==> config.mk <==
export PLATFORM = sky130hd
export DESIGN_NAME = input_conditioner
export DESIGN_NICKNAME = d
export VERILOG_FILES = /design/src/rtl/input_conditioner.sv
export SDC_FILE = /design/constraint.sdc
export NUM_CORES = 1
export LEC_CHECK = 0
export CELL_PAD_IN_SITES_DETAIL_PLACEMENT = 1
export CELL_PAD_IN_SITES_GLOBAL_PLACEMENT = 2
export CORE_MARGIN = 2
export CORE_UTILIZATION = 30
export DETAILED_ROUTE_END_ITERATION = 12
export PLACE_DENSITY_LB_ADDON = 0.1
export SYNTH_ARGS = -nofsm -noshare
export SYNTH_HDL_FRONTEND = slang
export SYNTH_SLANG_ARGS = --single-unit
==> constraint.sdc <==
create_clock -name CLOCK -period 2.3 [get_ports CLOCK]
set_input_delay 0.575 -clock CLOCK [delete_from_list [all_inputs] [get_ports CLOCK]]
set_output_delay 0.575 -clock CLOCK [all_outputs]
set_load 0.05 [all_outputs]
==> src/rtl/input_conditioner.sv <==
// -----------------------------------------------------------------------------
// input_conditioner
//
// Front end for the board's slide switches and push button.
// Each raw input is synchronised into CLOCK and then debounced.
// The block derives clean change, press and release pulses.
// It also produces a single-cycle TICK enable, which downstream logic uses
// instead of a derived clock.
// All outputs come straight from flops.
//
// Ports
//   CLOCK          in   system clock
//   RESET_N        in   asynchronous active-low reset
//   SWITCHES_RAW   in   [3:0] raw slide switches (asynchronous)
//   BTN0_RAW       in   raw push button, active-high (asynchronous)
//   SWITCHES_DB    out  [3:0] debounced switch levels
//   SWITCH_CHANGE  out  one-cycle pulse when any debounced switch bit changes
//   BTN0_LEVEL     out  debounced button level
//   BTN0_PRESS     out  one-cycle pulse on debounced 0->1
//   BTN0_RELEASE   out  one-cycle pulse on debounced 1->0
//   TICK           out  one-cycle enable every TICK_DIV cycles
// -----------------------------------------------------------------------------
module input_conditioner #(
  parameter int SYNC_STAGES     = 2,
  parameter int DEBOUNCE_CYCLES = 1000000,
  parameter int TICK_DIV        = 33554432
) (
  input  logic       CLOCK,
  input  logic       RESET_N,
  input  logic [3:0] SWITCHES_RAW,
  input  logic       BTN0_RAW,
  output logic [3:0] SWITCHES_DB,
  output logic       SWITCH_CHANGE,
  output logic       BTN0_LEVEL,
  output logic       BTN0_PRESS,
  output logic       BTN0_RELEASE,
  output logic       TICK
);

  localparam int NB   = 5;  // bits [3:0] switches, bit 4 button
  localparam int BTN  = 4;
  localparam int DB_W = $clog2(DEBOUNCE_CYCLES + 1);
  localparam int TK_W = $clog2(TICK_DIV);

  localparam logic [DB_W-1:0] DB_LAST = DB_W'(DEBOUNCE_CYCLES - 1);
  localparam logic [DB_W-1:0] DB_ONE  = DB_W'(1);
  localparam logic [TK_W-1:0] TK_LAST = TK_W'(TICK_DIV - 1);
  localparam logic [TK_W-1:0] TK_ONE  = TK_W'(1);

  logic [SYNC_STAGES-1:0][NB-1:0] sync_q;
  logic [NB-1:0]                  sync_bits;
  logic [NB-1:0][DB_W-1:0]        cnt_q, cnt_d;
  logic [NB-1:0]                  db_q, db_d;
  logic                           press_d, release_d, change_d;
  logic                           press_q, release_q, change_q;
  logic [TK_W-1:0]                tick_cnt_q, tick_cnt_d;
  logic                           tick_q, tick_d;
  logic                           wrap;

  // Last synchroniser stage is the only view of the raw inputs.
  assign sync_bits = sync_q[SYNC_STAGES-1];

  // Per-bit debounce.
  // The count holds the number of consecutive cycles the synchronised bit
  // has disagreed with the debounced bit.
  // Agreement clears it, so a bounce restarts the count.
  // The DEBOUNCE_CYCLES-th disagreement commits the new value and clears
  // the count, so the count never goes past DEBOUNCE_CYCLES-1.
  always_comb begin
    db_d  = db_q;
    cnt_d = cnt_q;
    for (int i = 0; i < NB; i++) begin
      if (sync_bits[i] == db_q[i]) begin
        cnt_d[i] = '0;
      end else if (cnt_q[i] == DB_LAST) begin
        db_d[i]  = sync_bits[i];
        cnt_d[i] = '0;
      end else begin
        cnt_d[i] = cnt_q[i] + DB_ONE;
      end
    end
  end

  // Pulses are computed from next-state.
  // They then go high in the same cycle the new level first appears.
  assign press_d   =  db_d[BTN] & ~db_q[BTN];
  assign release_d = ~db_d[BTN] &  db_q[BTN];
  assign change_d  = |(db_d[3:0] ^ db_q[3:0]);

  // Tick divider.
  // A debounced press restarts the period and takes priority over a
  // coincident wrap, so no TICK is issued on that edge.
  assign wrap       = (tick_cnt_q == TK_LAST);
  assign tick_cnt_d = (press_d || wrap) ? '0 : tick_cnt_q + TK_ONE;
  assign tick_d     = wrap & ~press_d;

  always_ff @(posedge CLOCK or negedge RESET_N) begin
    if (!RESET_N) begin
      sync_q     <= '0;
      cnt_q      <= '0;
      db_q       <= '0;
      press_q    <= 1'b0;
      release_q  <= 1'b0;
      change_q   <= 1'b0;
      tick_cnt_q <= '0;
      tick_q     <= 1'b0;
    end else begin
      sync_q     <= {sync_q[SYNC_STAGES-2:0], {BTN0_RAW, SWITCHES_RAW}};
      cnt_q      <= cnt_d;
      db_q       <= db_d;
      press_q    <= press_d;
      release_q  <= release_d;
      change_q   <= change_d;
      tick_cnt_q <= tick_cnt_d;
      tick_q     <= tick_d;
    end
  end

  assign SWITCHES_DB   = db_q[3:0];
  assign BTN0_LEVEL    = db_q[BTN];
  assign SWITCH_CHANGE = change_q;
  assign BTN0_PRESS    = press_q;
  assign BTN0_RELEASE  = release_q;
  assign TICK          = tick_q;

endmodule

### Word level (Yosys, flattened, before mapping)

Cells that the tools add are included.

| storage, ports and cells | value |
|---|---|
| register bits | 144 |
| bits of input ports | 7 |
| output and inout port bits | 9 |
| logic and storage cells | 60 |

| cells by class | value |
|---|---|
| $add $sub $neg | 6 |
| equality and inequality tests | 11 |
| multiplexer cells | 21 |
| bitwise gates (word level) | 7 |
| reductions and logical operators | 2 |

Operators with widths:

| cell | number |
|---|---|
| 20-bit two-way mux | 10 |
| 20-bit by 1-bit adder with 20-bit output (second input constant) | 5 |
| 20-bit == test (second input constant) | 5 |
| 25-bit by 1-bit adder with 25-bit output (second input constant) | 1 |
| 25-bit == test (second input constant) | 1 |
| 25-bit two-way mux | 1 |
| 1-bit two-way mux | 10 |
| 1-bit == test | 5 |
| 4-bit OR reduction | 1 |
| 4-bit bitwise XOR | 1 |
| 1-bit AND | 3 |
| 1-bit NOT | 3 |
| 1-bit logical OR | 1 |

### Depth between registers and ports, before layout

| logic depth | value |
|---|---|
| depth after elaboration | 6 |
| depth in mapped cells | 6 |
| depth with buffers taken out | 5 |

### Worst setup path before layout

OpenSTA, ideal clock, no wires.

| timing path | value |
|---|---|
| kind | register to register |
| start | register cnt_q[80] (netlist name) |
| end | register tick_cnt_q[1] |
| library setup time | 0.137 ns |
| arrival | 1.929 ns |
| data required time | 2.163 ns |
| slack | 0.235 ns |
| cell stages (with the launch flop) | 7 |
| clock period less this slack | 2.065 ns |
| path through | dfrtp_1 ha_1 nand3_2 or4_4 nor4_4 buf_6 nor3b_1 |

| on the way | value |
|---|---|
| longest elaborated chain between the ends | 6 |

RTL lines:

| what | line | RTL |
|---|---|---|
| start, declared | 52 | `logic [NB-1:0][DB_W-1:0] cnt_q, cnt_d;` |
| start signal, assigned | 109 | `cnt_q <= cnt_d;` |
| 20-bit == test | 75 | `end else if (cnt_q[i] == DB_LAST) begin` |
| 1-bit two-way mux | 75 |  |
| 1-bit two-way mux | 73 | `if (sync_bits[i] == db_q[i]) begin` |
| 1-bit AND | 86 | `assign press_d = db_d[BTN] & ~db_q[BTN];` |
| 1-bit logical OR | 94 | `assign tick_cnt_d = (press_d \|\| wrap) ? '0 : tick_cnt_q + TK_ONE;` |
| 25-bit two-way mux | 94 |  |
| via tick_cnt_d[1] | 56 | `logic [TK_W-1:0] tick_cnt_q, tick_cnt_d;` |
| end signal, assigned | 114 | `tick_cnt_q <= tick_cnt_d;` |
| end, declared | 56 |  |

The timed path passes the listed nets, and every way through them passes these cells.

### Final worst setup path

| timing path | value |
|---|---|
| start | register db_q[0] |
| end | output SWITCHES_DB[0] |

RTL lines:

| what | line | RTL |
|---|---|---|
| start, declared | 53 | `logic [NB-1:0] db_q, db_d;` |
| start signal, assigned | 101 | `db_q <= '0;` |
| start signal, assigned | 110 | `db_q <= db_d;` |
| end, declared | 32 | `output logic [3:0] SWITCHES_DB,` |

No word-level cell between the ends.

==> reports/qor.txt <==
Vias in the first global route: 5469
CP Capture Type: output pin
Initial drt markers: 178
Area grow syn2layout: 17.9%
Crit path launch type: register
Vias: 5218
Register area share after synthesis: 52.1%
Mean post-synth cell area: 10.1 sq um
Power per cell area: 701 nW/um^2
Ratio of cells with drive above 1 in the final layout: 9.84%
Hold crit path type: in -> async
CP top delay family: buffers and inverters
Max-Cap Viols: 0
Worst skew pair latency: 0.42 ns
Slew Limit Fails: 0
Row Count: 55
Most common cell after layout, fill and taps aside: dfrtp_1
Comb pwr share: 2.7%
Chip width: 156 um
Final hold violation count: 0
Longest Clk Path Bufs: 2
Slowest stage cell, crit path: clkdlybuf4s50_1
WP depth: 1
Top FF cell, synth: dfrtp_1
EDFF count, synth: 0
Total grt overflow: 0
P_sw: 1.21 mW
Htree depth: 4
Die area: 24300 sq um
Hold-fix buffers, CTS: 0
Die H: 156 um
R2R depth: 4
Drt via density: 5.13
RSZ-0062 raised after global routing: false
GR Util All Layers: 14.2%
Clock Skew: 0.0124 ns
Setup Buffers After CTS: 0
Slew margin rel.: 65.9%
CTS clk-pin slew, worst paths: 0.06 ns
Initial antenna violation count: 0
Switching Share: 21.1%
Filler cells: 2531
Setup violations, final: 0
Root Buffer: clkbuf_16
Pwr Total: 5.72 mW
Remaining DRCs: 0
Leakage Power: 3.20 nW
CP bufs+invs: 1
HPWL after DPL: 11000 um
Sequential share of power: 45.4%
Post-Syn Instances: 685
WL/cell: 15.6 um
Post-synth ARST share: 100%
CTS tree: built
Most frequent cells in the layout: 144 x dfrtp_1, 83 x nor2_1, 54 x xnor2_1
Yosys synthesis warning count: 0
Period utilization: 97.3%
Slew of the pin with the lowest slew margin: 0.509 ns
Setup TNS: 0 ns
Worst Setup Path Type: reg -> out
Clock share of power: 51.9%
Max VDD drop: 0.332 mV
Number of top-level pins: 16
Fmax: 447 MHz
First-pass GRT wire length: 27800 um
Final core occ: 36.0%
Unique masters post-synth: 49
Critical Path RT: 1.73 ns
Largest net degree at the start of global routing: 52
Total CTS buffers: 17
Post-Route WL: 15900 um
I/O Buffers: 15
Syn nets: 698
Crit path cell chain: clkdlybuf4s50_1
Gpl congestion: 0.748
CP Max Fanout: 3
Largest stage delay, worst path: 0.84 ns
Mapped cell area: 6910 sq um
Status: completed
N_diodes: 0
Sink Count: 144
Seq. cell area: 3600 sq um
Crit path DAT: 1.66 ns
Footprint of the multi-input gates: 3120 sq um
Final antenna-violating net count: 0
Fin nets: 733
Initial Util: 30.5%
Final min period: 2.24 ns
Yosys reg bits: 144
Total core area: 22600 sq um
First drt pass iteration count: 6
Internal Dissipation: 4.51 mW
[layer usage]
metal  wire length, um  part of all wire (%)  global-route usage, %  vias up
met5                 0                     0                      0        -
met4               117                  0.74                   3.54        0
met3               289                   1.8                   3.61        8
met2              7600                    48                   23.6       26
met1              7910                    50                   18.7     2660
li1                  -                     -                      -     2524
[kinds of logic (layout without fill, tap and decap cells)]
group / Yosys count / after routing / share of synthesized area (%)
and+or+nand+nor: 323 / 323 / 25.4
DFF: 144 / 144 / 52.1
muxes: 4 / 4 / 0.652
buffers and inverters: 45 / 92 / 2.86
adders and majority gates: 6 / 6 / 1.09
AOI/OAI and AO/OA: 83 / 83 / 7.69
xor gates and xnor gates: 80 / 80 / 10.1
[power by group through the flow]
stage	logic (mW)	registers (mW)	clock network [mW]
2_1_floorplan	0.0660	2.63	0
3_3_place_gp	0.159	2.64	0
3_5_place_dp	0.164	2.64	0
4_1_cts	0.164	2.59	3.08
5_1_grt	0.182	2.60	3.18
6_report	0.154	2.59	2.97
[metrics by stage]
stage               worst slack, ns  hold slack [ns]  area (sq um)  std cells
finish                       0.0619           0.0668          8150       1017
global route                0.00216           0.0774          8150       1017
CTS                          0.0192           0.0681          8150       1017
detailed placement            0.122            0.337          7520        986
global placement              0.195            0.342          7520        986
floorplan                     0.235            0.279          6910        685
[flip-flops by register name, summed over array words and instances (netlist names)]
register	count
cnt_q	100
tick_cnt_q	25
db_q	5
sync_bits	5
sync_q	5
BTN0_PRESS	1
BTN0_RELEASE	1
SWITCH_CHANGE	1
TICK	1
[final cells by class]
class	instances	share of cell area, %
timing repair buffer	36	4.24
clock inverter	10	1.95
multi-input combinational	496	38.3
clock buffer	21	5.77
tap	285	4.37
sequential	144	44.2
inverter	25	1.15
[worst paths after layout]
path	from	to	slack (ns)
min in group CLOCK	sync_q[0]	sync_bits[0]	0.35
worst max register to register	tick_cnt_q[6]	tick_cnt_q[20]	0.21
worst min-delay path	RESET_N	cnt_q[37]	0.07
max in group asynchronous	RESET_N	cnt_q[50]	1.50
worst min register to register	sync_q[0]	sync_bits[0]	0.35
worst max-delay path	db_q[0]	SWITCHES_DB[0]	0.06
[synthesized netlist by cell type (21+ instances only)]
| cell type | n | area (sq um) |
|---|---|---|
| dfrtp_1 | 144 | 3600 |
| nor2_1 | 83 | 312 |
| xnor2_1 | 54 | 473 |
| nand3_1 | 41 | 205 |
| nand2_1 | 35 | 131 |
| a21oi_1 | 28 | 140 |
| nor3_1 | 27 | 135 |
| or4_1 | 26 | 195 |
| xor2_1 | 26 | 228 |
| inv_1 | 25 | 93.8 |
| nand4_1 | 25 | 156 |
| o31ai_1 | 21 | 158 |
| or3_1 | 21 | 131 |
[repair_timing]
| action | 4_1_cts | 5_1_grt |
|---|---|---|
| endpoints found under the hold margin | 0 | 0 |
| pin swaps | 0 | 0 |
| resized for setup | 1 | 1 |
| endpoints found under the setup margin | 1 | 1 |
| gates cloned | 0 | 0 |
No activity file was read; power rests on OpenSTA's default activity.
